`src/rtl/pmem_arb_pkg.sv`:
```
// pmem_arb_pkg: shared types and default sizes for the physical-memory arbiter.
//   arb_state_t : arbiter FSM states
//   arb_port_t  : requester identifier (instruction / main-data adaptor)
//   *_DEF       : default parameter values (256-bit line = 4 x 64-bit beats)
package pmem_arb_pkg;

  localparam int ADDR_W_DEF    = 32;
  localparam int DATA_W_DEF    = 64;
  localparam int BURST_LEN_DEF = 4;

  typedef enum logic [1:0] {
    ARB_IDLE = 2'd0,
    ARB_INST = 2'd1,
    ARB_MAIN = 2'd2
  } arb_state_t;

  typedef enum logic {
    PORT_INST = 1'b0,
    PORT_MAIN = 1'b1
  } arb_port_t;

  // Granted FSM state for a given winning port.
  function automatic arb_state_t port2state(input arb_port_t p);
    return (p == PORT_MAIN) ? ARB_MAIN : ARB_INST;
  endfunction

endpackage

```
`src/rtl/pmem_arb_grant.sv`:
```
// pmem_arb_grant: picks the winner between the instruction and main requesters.
// Build option: PMEM_ARB_ROUND_ROBIN_EN
//   defined   -> on a tie the port not granted last wins; pointer updates on
//                every grant, resets to "last = main" so inst wins first tie.
//   undefined -> fixed priority, main beats inst on a tie; no pointer state.
// Ports:
//   CLK, RST      clock, synchronous active-high reset
//   i_req_inst    inst requester has read or write raised
//   i_req_main    main requester has read or write raised
//   i_grant_en    a grant is being issued this cycle (pointer update strobe)
//   o_winner      selected port (only meaningful when a request is present)
module pmem_arb_grant
  import pmem_arb_pkg::*;
(
  input  logic      CLK,
  input  logic      RST,
  input  logic      i_req_inst,
  input  logic      i_req_main,
  input  logic      i_grant_en,
  output arb_port_t o_winner
);

`ifdef PMEM_ARB_ROUND_ROBIN_EN
  arb_port_t r_last;

  always_ff @(posedge CLK) begin
    if (RST)             r_last <= PORT_MAIN;
    else if (i_grant_en) r_last <= o_winner;
  end

  always_comb begin
    o_winner = PORT_INST;
    if (i_req_inst && i_req_main)
      o_winner = (r_last == PORT_MAIN) ? PORT_INST : PORT_MAIN;
    else if (i_req_main)
      o_winner = PORT_MAIN;
  end
`else
  // Fixed priority needs no state; clock/reset/strobe are intentionally idle.
  logic w_unused;
  assign w_unused = ^{CLK, RST, i_grant_en, i_req_inst};

  assign o_winner = i_req_main ? PORT_MAIN : PORT_INST;
`endif

endmodule

```
`src/rtl/pmem_arbiter.sv`:
```
// pmem_arbiter: registered-grant arbiter between the instruction and main
// cacheline adaptors and one shared backing memory. A grant covers exactly one
// BURST_LEN-beat burst; op and address are latched at grant so the burst
// cannot be retargeted. One dead IDLE cycle separates consecutive bursts.
// Build option: PMEM_ARB_ROUND_ROBIN_EN (tie policy, see pmem_arb_grant).
// Ports:
//   CLK, RST                      clock, synchronous active-high reset
//   {inst,main}_read/_write       level request strobes, held until final resp
//   {inst,main}_addr/_wdata       line address / current write beat
//   {inst,main}_rdata/_resp       broadcast read beat / per-port beat handshake
//   pmem_read/_write/_addr/_wdata memory request (from latched op/addr)
//   pmem_rdata/_resp              memory read beat / beat handshake
module pmem_arbiter
  import pmem_arb_pkg::*;
#(
  parameter int ADDR_W    = ADDR_W_DEF,
  parameter int DATA_W    = DATA_W_DEF,
  parameter int BURST_LEN = BURST_LEN_DEF
) (
  input  logic              CLK,
  input  logic              RST,
  input  logic              inst_read,
  input  logic              inst_write,
  input  logic [ADDR_W-1:0] inst_addr,
  input  logic [DATA_W-1:0] inst_wdata,
  output logic [DATA_W-1:0] inst_rdata,
  output logic              inst_resp,
  input  logic              main_read,
  input  logic              main_write,
  input  logic [ADDR_W-1:0] main_addr,
  input  logic [DATA_W-1:0] main_wdata,
  output logic [DATA_W-1:0] main_rdata,
  output logic              main_resp,
  output logic              pmem_read,
  output logic              pmem_write,
  output logic [ADDR_W-1:0] pmem_addr,
  output logic [DATA_W-1:0] pmem_wdata,
  input  logic [DATA_W-1:0] pmem_rdata,
  input  logic              pmem_resp
);

  localparam int CW = $clog2(BURST_LEN) + 1;

  arb_state_t        r_state, w_state_nxt;
  logic [CW-1:0]     r_cnt, w_cnt_nxt;
  logic              r_op_wr;
  logic [ADDR_W-1:0] r_addr;

  logic      w_req_inst, w_req_main, w_grant_en, w_last_beat, w_busy;
  arb_port_t w_winner;

  assign w_req_inst = inst_read | inst_write;
  assign w_req_main = main_read | main_write;
  assign w_grant_en = (r_state == ARB_IDLE) && (w_req_inst || w_req_main);
  assign w_last_beat = pmem_resp && (r_cnt == CW'(BURST_LEN - 1));

  pmem_arb_grant u_grant (
    .CLK        (CLK),
    .RST        (RST),
    .i_req_inst (w_req_inst),
    .i_req_main (w_req_main),
    .i_grant_en (w_grant_en),
    .o_winner   (w_winner)
  );

  always_comb begin
    w_state_nxt = r_state;
    w_cnt_nxt   = r_cnt;
    case (r_state)
      ARB_IDLE: begin
        // pmem_resp in IDLE is deliberately ignored (counter untouched).
        if (w_grant_en) begin
          w_state_nxt = port2state(w_winner);
          w_cnt_nxt   = '0;
        end
      end
      ARB_INST, ARB_MAIN: begin
        if (w_last_beat) begin
          w_state_nxt = ARB_IDLE;
          w_cnt_nxt   = '0;
        end else if (pmem_resp) begin
          w_cnt_nxt = r_cnt + CW'(1);
        end
      end
      default: w_state_nxt = ARB_IDLE;
    endcase
  end

  always_ff @(posedge CLK) begin
    if (RST) begin
      r_state <= ARB_IDLE;
      r_cnt   <= '0;
      r_op_wr <= 1'b0;
      r_addr  <= '0;
    end else begin
      r_state <= w_state_nxt;
      r_cnt   <= w_cnt_nxt;
      if (w_grant_en) begin
        // Both strobes high counts as a write.
        r_op_wr <= (w_winner == PORT_MAIN) ? main_write : inst_write;
        r_addr  <= (w_winner == PORT_MAIN) ? main_addr  : inst_addr;
      end
    end
  end

  // Request side comes from latched op/addr; only wdata follows the live
  // granted requester so each write beat is supplied as it is accepted.
  assign w_busy     = (r_state != ARB_IDLE);
  assign pmem_read  = w_busy && !r_op_wr;
  assign pmem_write = w_busy &&  r_op_wr;
  assign pmem_addr  = r_addr;
  assign pmem_wdata = (r_state == ARB_MAIN) ? main_wdata : inst_wdata;

  assign inst_resp  = (r_state == ARB_INST) && pmem_resp;
  assign main_resp  = (r_state == ARB_MAIN) && pmem_resp;
  assign inst_rdata = pmem_rdata;
  assign main_rdata = pmem_rdata;

endmodule
```
`config.mk`:
```
export PLATFORM = sky130hd
export DESIGN_NAME = pmem_arbiter
export DESIGN_NICKNAME = d
export VERILOG_FILES = /design/src/rtl/pmem_arb_pkg.sv /design/src/rtl/pmem_arb_grant.sv /design/src/rtl/pmem_arbiter.sv
export SDC_FILE = /design/constraint.sdc
export NUM_CORES = 1
export LEC_CHECK = 0
export CORE_AREA = 2 2 193 195
export DETAILED_ROUTE_END_ITERATION = 8
export DIE_AREA = 0 0 195 197
export GPL_TIMING_DRIVEN = 0
export PLACE_DENSITY = 0.45
export SLEW_MARGIN = 25
export SYNTH_ARGS = -nofsm -noshare
export SYNTH_HDL_FRONTEND = slang
export SYNTH_HIERARCHICAL = 1
export SYNTH_SLANG_ARGS = --single-unit
```
`constraint.sdc`:
```
create_clock -name CLK -period 1.7 [get_ports CLK]
set_input_delay 0.425 -clock CLK [delete_from_list [all_inputs] [get_ports CLK]]
set_output_delay 0.425 -clock CLK [all_outputs]
set_load 0.05 [all_outputs]
```
* Yosys cells after proc, flatten, opt, wreduce, memory -nomap -nowiden
Cells that the tools add are included.
** Word-level totals
- Word-level logic and storage cells :: 39
- Flip-flop bits (word level) :: 38
** Operators by class
- Reduce and logical (&&, ||, !) cells :: 14
- Mux-type cells :: 12
- Bitwise gates (word level) :: 2
- Add/sub/neg operators :: 1
- Equal/unequal tests :: 6
** Operators by type and width (number)
- $mux 64 :: 1
- $mux 32 :: 1
- $mux 3 :: 3
- $logic_and 1x1->1 :: 6
- $mux 2 :: 3
- $pmux 3 s2 :: 1
- $pmux 2 s2 :: 1
- $reduce_bool 2->1 :: 2
- $add 3x1->3 const B :: 1
- $eq 3x2->1 const B :: 1
- $ne 3x3->1 const B :: 1
- $reduce_and 3->1 :: 1
- $eq 2x1->1 const B :: 1
- $eq 2x2->1 const B :: 1
- $logic_not 2->1 :: 1
- $mux 1 :: 2
- $ne 2x1->1 const B :: 1
- $ne 2x2->1 const B :: 1
- $or 1x1->1 :: 2
- $reduce_and 2->1 :: 1
- $reduce_or 2->1 :: 1
- $logic_not 1->1 :: 1
- $logic_or 1x1->1 :: 1

* Logic depth before layout (Yosys ltp)
Gate-level depths: netlist (run 1).
- Word-level depth :: 5
- Depth in mapped cells :: 6

* Hierarchy
The synthesis (run 1) kept the hierarchy.
** Modules (own cells, without submodules)
- pmem_arbiter :: area an instance 3618.5 µm², times used 1, seq. area each 760.7 µm², cells an instance 387
- pmem_arb_grant :: area an instance 7.5 µm², times used 1, seq. area each 0.0 µm², cells an instance 1

* Least setup slack after synthesis (run 1)
OpenSTA, ideal clock, no wires.
- Path kind :: register to output
- Start point :: register r_state[0]
- End point :: output pmem_wdata[10]
- Data required time :: 1.275 ns
- Path slack :: -0.262 ns
- Stages on the path, launching flop included :: 6
- Data arrival time :: 1.537 ns
- Path through :: dfxtp_1 -> inv_1 -> ha_1 -> clkbuf_1 -> buf_2 -> mux2_2
** Between the ends
- Longest elaborated chain between the ends :: 2
** RTL lines
- from (decl) :: RTL line pmem_arbiter.sv:44 : arb_state_t r_state, w_state_nxt;
- from (signal assigned) :: RTL line pmem_arbiter.sv:96 : r_state <= w_state_nxt;
- $eq 2x2->1 :: RTL line pmem_arbiter.sv:112 : assign pmem_wdata = (r_state == ARB_MAIN) ? main_wdata : inst_wdata;
- $mux 64 :: RTL line pmem_arbiter.sv:112
- to (decl) :: RTL line pmem_arbiter.sv:37 : output logic [DATA_W-1:0] pmem_wdata,
Every way passes these cells.

* Final worst setup path (run 1)
- Start point :: register r_state[0]
- End point :: output pmem_wdata[55]
The elaborated chain is that of the path after synthesis.

==> metrics.md, run 1 <==
| Metric | Value |
|---|---|
| Syn Inst Count | `roughly 390` |
| Port bufs | `~430` |
| Vias in the first global route | `4415` |
| Core Area | `0.03626 sq mm` |
| Setup-failing EPs final | `65` |
| Routability cong. | `0.7428` |
| Status | `finished with violations` |
| Grt ovf | `0` |
| Initial DRC count | `41` |
| Total negative slack | `-22.44 ns` |
| Via density | `~3.3` |
| Reg-to-reg slack, setup | `0.13 ns` |
| Fin crit share | `124.0%` |
| Initial antenna violation count | `1` |
| Syn avg cell area | `9.353 sq um` |
| Crit path capture | `pmem_wdata[55]` |
| Critical Path Source Type | `flip-flop` |
| Worst vdd ir | `between 0.4 and 0.5 mV` |
| Count of final hold-check violations | `0` |
| Least-Margin Pin Slew | `0.6046 ns` |
| Final Critical Period | `2.108 ns` |
| Crit Path Category | `flip-flop to primary output` |
| Total GRT Usage | `roughly a tenth` |
| Worst setup path startpoint | `r_state[0]$_SDFFE_PP0P_` |
| Cells on worst reg2reg path | `7` |
| Relative slew margins | `59.86%` |
| Synth Warn # | `6` |
| DRT Wirelength | `21.59 mm` |
| First-pass GRT wire length | `approximately 30 mm` |
| DRT Pass-1 Iters | `4` |
| Die height | `197 um` |
| Total CTS buffers | `5` |
| Hold path depth | `1` |
| Die ar. | `0.03842 sq mm` |
| Residual DRC count | `0` |
| Post-Syn Area | `0.003620 sq mm` |
| Reg-to-reg startpoint | `r_state[0]$_SDFFE_PP0P_` |
| Unrepaired setup endpoints after global routing | `true` |
| Met3 usage | `3.183%` |
| Starting Density | `9.983%` |
| Routing usage on met1 | `a little under an eighth` |
| Worst hold path class | `flip-flop to flip-flop` |
| Pre-CTS setup slack | `-1.055 ns` |
| GR met2 Demand/Resource | `roughly a fifth` |
| Top Ports | `491` |
| Most crowded layer after global routing | `met2` |
| CP Max Fanout | `6` |
| Final WS setup | `-0.4084 ns` |
| Share of cells above drive strength 1 | `41.16%` |
| Clock buffer depth | `2` |
| H-Tree Depth | `2` |
| CTS tree | `yes` |
| Area grow syn2layout | `152.5%` |
| Net Count, Synth | `around 650` |
| CP required | `about 1.3 ns` |
| FP Rows | `70` |
| Routed WL per cell | `16.61 um` |
| F_max | `474.3 MHz` |
| CTS Sinks | `38` |
| # Max-Cap Violations | `0` |
| Hold Slack | `0.4727 ns` |
| Fin. max-slew vios | `0` |
| Final #Nets | `~1.1k` |
| Reg2reg end | `pmem_addr[9]$_SDFFE_PP0P_` |
| Failing checks | `negative setup slack` |
| Number of nets with antenna violations after routing | `0` |
| Dpl hpwl | `~19 mm` |
| CTS root buf | `clkbuf_16` |
| Crit path DAT | `1.68 ns` |
| Clock slew at reported path FFs | `approximately 0.050 ns` |
| Pwr/cell area | `1070 mW/mm^2` |
| Die width | `195 um` |
| Total number of vias | `4258` |
| Leakage | `4.301 nW` |
| Critical path endpoint category | `primary output` |
| Clk_skew | `0.005801 ns` |
| CTS Hold Bufs | `0` |
| Pin count of the biggest net entering global routing | `12` |
| Skew-Pair Late Insertion Delay | `~0.28 ns` |
==> worst min-delay path by stage <==
stage | slack [ns] | endpoint | startpoint
after CTS | 0.48 | r_cnt[2]$_SDFFE_PP0P_ | r_cnt[2]$_SDFFE_PP0P_
final | 0.47 | r_cnt[2]$_SDFFE_PP0P_ | r_cnt[2]$_SDFFE_PP0P_
after detailed placement | 0.47 | r_cnt[2]$_SDFFE_PP0P_ | r_cnt[2]$_SDFFE_PP0P_
after floorplan | 0.45 | r_cnt[2]$_SDFFE_PP0P_ | r_cnt[2]$_SDFFE_PP0P_
after global placement | 0.46 | r_cnt[2]$_SDFFE_PP0P_ | r_cnt[2]$_SDFFE_PP0P_
after global routing | 0.49 | r_cnt[2]$_SDFFE_PP0P_ | r_cnt[2]$_SDFFE_PP0P_
==> flip-flops by register name, summed over array words and instances (netlist names) <==
signal     flops
r_op_wr        1
r_cnt          3
pmem_addr     32
r_state        2
==> metal layers <==
| layer | up-vias | routed length (um) |
|---|---|---|
| li1 | 2092 | - |
| met1 | 1924 | 8500 |
| met2 | 230 | 11060 |
| met3 | 12 | 1787 |
| met4 | 0 | 244 |
| met5 | - | 0 |
==> cell type report <==
class / count / area, sq um
clock buffers: 7 / 142.6
flip-flops and latches: 38 / 765.7
plain buffers: 150 / 1244
inverters: 2 / 7.507
repair buffers: 437 / 4300
diodes: 1 / 2.502
multi-input cells: 196 / 2086
well taps: 468 / 585.6
clock inverters: 1 / 5.005
fillers: 3985 / 27120
==> through the flow <==
stage | utilization [%] | instances | total power, mW | cell area [sq um]
final | 25.20 | 1300 | 9.780 | 9139
after CTS | 24.69 | 1295 | 9.655 | 8951
after global routing | 25.20 | 1300 | 10.24 | 9139
after floorplan | - | 387 | 5.906 | 3846
after global placement | 23.98 | 1281 | 8.339 | 8696
after detailed placement | 23.98 | 1281 | 8.326 | 8696
==> critical path, cell delays in order (launching register included) <==
cell       delay [ns]
dfxtp_2          0.33
inv_2            0.05
ha_4             0.17
clkbuf_16        0.17
buf_12           0.15
mux2_4           0.35
buf_12           0.16
==> placed cells by master, fill, tap and decap left out, drive strengths merged, types with 4 or more instances in the layout <==
cell / instances
a211oi: 33
buf: 222
clkbuf: 14
clkdlybuf4s50: 194
dfxtp: 38
dlygate4sd2: 160
ha: 4
mux2: 64
mux2i: 35
nand2b: 5
nor2: 36
==> where the power goes <==
| part | leakage [nW] | internal, mW | switching (mW) |
|---|---|---|---|
| Sequential | 0.317 | 1.13 | 0.133 |
| Clock | 0.0739 | 0.582 | 0.381 |
| Combinational | 3.91 | 3.15 | 4.41 |
| Total | 4.30 | 4.85 | 4.93 |
==> timing repair <==
| item | in CTS | in global routing |
|---|---|---|
| gates resized for setup | 676 | 46 |
| setup buffers | 4 | 3 |
| endpoints found under the hold margin | 0 | 0 |
| pin swaps | 0 | 3 |
| setup endpoints to repair | 265 | 103 |
| gates cloned | 3 | 1 |
Note: power is estimated with default switching activity, not from simulation.
==> inputs of run 2 (changes only) <==
--- a/config.mk
+++ b/config.mk
@@ -10,5 +10,4 @@
 export DIE_AREA = 0 0 195 197
 export GPL_TIMING_DRIVEN = 0
-export PLACE_DENSITY = 0.45
 export SLEW_MARGIN = 25
 export SYNTH_ARGS = -nofsm -noshare
==> constraint.sdc (replaced) <==
create_clock -name CLK -period 1.7 [get_ports CLK]
set_input_delay 0.425 -clock CLK [delete_from_list [all_inputs] [get_ports CLK]]
set_output_delay 0.425 -clock CLK [all_outputs]
set_load 0.1 [all_outputs]
==> metrics.md, run 2 (synthesis gave the netlist of run 1 again) <==
| Metric | Value |
|---|---|
| Die width | `195 um (unchanged)` |
| Pin count of the biggest net entering global routing | `14 (+2)` |
| Core Area | `0.03626 sq mm (unchanged)` |
| CP required | `1.27 ns (about the same)` |
| FP Rows | `70 (unchanged)` |
| Leakage | `4.365 nW (+1.5%)` |
| Die height | `197 um (unchanged)` |
| DRT Pass-1 Iters | `4 (unchanged)` |
| Skew-Pair Late Insertion Delay | `0.29 ns (about the same)` |
| Critical Path Source Type | `flip-flop` |
| Fin crit share | `126.9% (+2.9 points)` |
| Final WS setup | `-0.4579 ns (-0.04949 ns)` |
| Reg-to-reg startpoint | `r_state[0]$_SDFFE_PP0P_` |
| Crit path DAT | `1.73 ns (+0.05 ns)` |
| Starting Density | `9.983% (unchanged)` |
| Critical path endpoint category | `primary output` |
| Area grow syn2layout | `178.5%` |
| Count of final hold-check violations | `0 (unchanged)` |
| Area occupied by multi-input gates | `0.002121 sq mm (+1.7%)` |
| CTS Hold Bufs | `0 (unchanged)` |
| Clk_skew | `0.005488 ns (-0.0003132 ns)` |
| Initial DRC count | `60 (+46%)` |
| Routed WL per cell | `17.72 um (+6.7%)` |
| Relative slew margins | `60.71% (+0.85 points)` |
| CP Max Fanout | `5 (-1)` |
| Setup-failing EPs final | `67 (+3.1%)` |
| Max reg flops | `32 (unchanged)` |
| Critical hold path startpoint | `r_cnt[2]$_SDFFE_PP0P_` |
| Final #Nets | `1098 (+0.091%)` |
| Routability cong. | `0.8203 (+10%)` |
| CTS Sinks | `38 (unchanged)` |
| Grt ovf | `0 (unchanged)` |
| Design Power | `13.78 mW (+41%)` |
| F_max | `463.4 MHz (-2.3%)` |
| DRT Wirelength | `23.05 mm (+6.8%)` |
| Residual DRC count | `0 (unchanged)` |
| Fin. max-slew vios | `0 (unchanged)` |
| Storage element area | `763.2 sq um (-0.33%)` |
| Final Core Density | `27.80% (+2.6 points)` |
| Port bufs | `426 (unchanged)` |
| Pwr/cell area | `1367 mW/mm^2 (+28%)` |
| Cells on worst reg2reg path | `8 (+1)` |
| Hold Path End | `r_cnt[2]$_SDFFE_PP0P_` |
| Least-Margin Pin Slew | `0.5922 ns (-0.01239 ns)` |
| Hold path depth | `1 (unchanged)` |
| # Max-Cap Violations | `0 (unchanged)` |
| Die ar. | `0.03842 sq mm (unchanged)` |
| Total GRT Usage | `10.71% (+0.28 points)` |
| Area after DPL | `0.008661 sq mm (-0.40%)` |
| Total number of vias | `4398 (+3.3%)` |
| Failing checks | `negative setup slack` |
| Share of cells above drive strength 1 | `60.94% (+20 points)` |
| Dpl hpwl | `19.20 mm (+3.3%)` |
| Highest-count cells in the layout ignoring fill and taps | `clkdlybuf4s50_1 (194), clkdlybuf4s15_2 (160), buf_4 (141), mux2_4 (64), buf_12 (58)` |
| Vias in the first global route | `4521 (+2.4%)` |
| Unrepaired setup endpoints after global routing | `true` |
| Via density | `3.380 (+3.2%)` |
| Most common cell after layout, fill and taps aside | `clkdlybuf4s50_1` |
| Status | `finished with violations` |
| Worst vdd ir | `0.7236 mV (+74%)` |
| Final Critical Period | `2.158 ns (+0.04949 ns)` |
| Number of nets with antenna violations after routing | `0 (unchanged)` |
| Initial antenna violation count | `1 (unchanged)` |
| CTS root buf | `clkbuf_16` |
| Reg2reg end | `pmem_addr[21]$_SDFFE_PP0P_` |
| FILL cells | `3784 (-5.0%)` |
| Worst hold path class | `flip-flop to flip-flop` |
| H-Tree Depth | `2 (unchanged)` |
| Total CTS buffers | `5 (unchanged)` |
| Final instance area | `0.01008 sq mm (+10%)` |
| First-pass GRT wire length | `30.33 mm (+1.6%)` |
| Clock buffer depth | `2 (unchanged)` |
| Reg-to-reg slack, setup | `0.08 ns (-0.05 ns)` |
| CTS tree | `yes` |
| Clock slew at reported path FFs | `0.06 ns (about the same)` |
| Top Ports | `491 (unchanged)` |
| Crit Path Category | `flip-flop to primary output` |
run 2: power by group:
part	total (mW)	switching, mW	internal (mW)
Clock	1.24	0.395	0.844
Combinational	11.3	7.40	3.87
Sequential	1.27	0.143	1.12
Total	13.8	7.94	5.84
run 2: worst max-delay path by stage:
stage | start | end | slack [ns]
floorplan | r_state[1]$_SDFFE_PP0P_ | pmem_write | -0.19
global placement | r_state[0]$_SDFFE_PP0P_ | pmem_wdata[27] | -1.31
detailed placement | pmem_resp | inst_resp | -1.18
CTS | r_state[0]$_SDFFE_PP0P_ | pmem_wdata[20] | -0.51
global route | r_state[0]$_SDFFE_PP0P_ | pmem_wdata[20] | -0.51
finish | r_state[0]$_SDFFE_PP0P_ | pmem_wdata[20] | -0.46
run 2: worst max-delay path, stage by stage (launching register included):
cell	delay, ns
dfxtp_2	0.32
inv_2	0.07
ha_4	0.20
clkbuf_16	0.18
buf_12	0.13
mux2_4	0.33
buf_12	0.17
run 2: layout make-up:
cell class / instances / area share [%]
repair buffers: 439 / 51.43
multi-input cells: 196 / 21.04
plain buffers: 149 / 12.13
flip-flops and latches: 38 / 7.572
well taps: 468 / 5.809
clock buffers: 5 / 1.241
clock inverters: 3 / 0.6827
inverters: 2 / 0.07448
diodes: 1 / 0.02483
run 2: through the flow:
stage	std cells	setup TNS [ns]	setup slack (ns)	hold WS, ns
CTS	1294	-29.48	-0.5142	0.4755
floorplan	387	-1.600	-0.1920	0.4514
finish	1301	-27.47	-0.4579	0.4720
detailed placement	1281	-130.28	-1.184	0.4667
global placement	1281	-146.44	-1.308	0.4633
global route	1301	-30.89	-0.5057	0.4862
run 2: what timing repair did:
action / 4_1_cts / 5_1_grt
pin swaps: 1 / 4
buffers inserted: 5 / 3
resized for setup: 964 / 56
endpoints found under the setup margin: 265 / 102
gates cloned: 2 / 5
run 2: layer usage:
metal  share of wire [%]  GRT usage, %  vias up
met5                   0             0        -
met1                  38         11.95     2042
met2                  52         19.76      243
li1                    -             -     2097
met4                 2.3         3.053        0
met3                 7.7         3.029       16
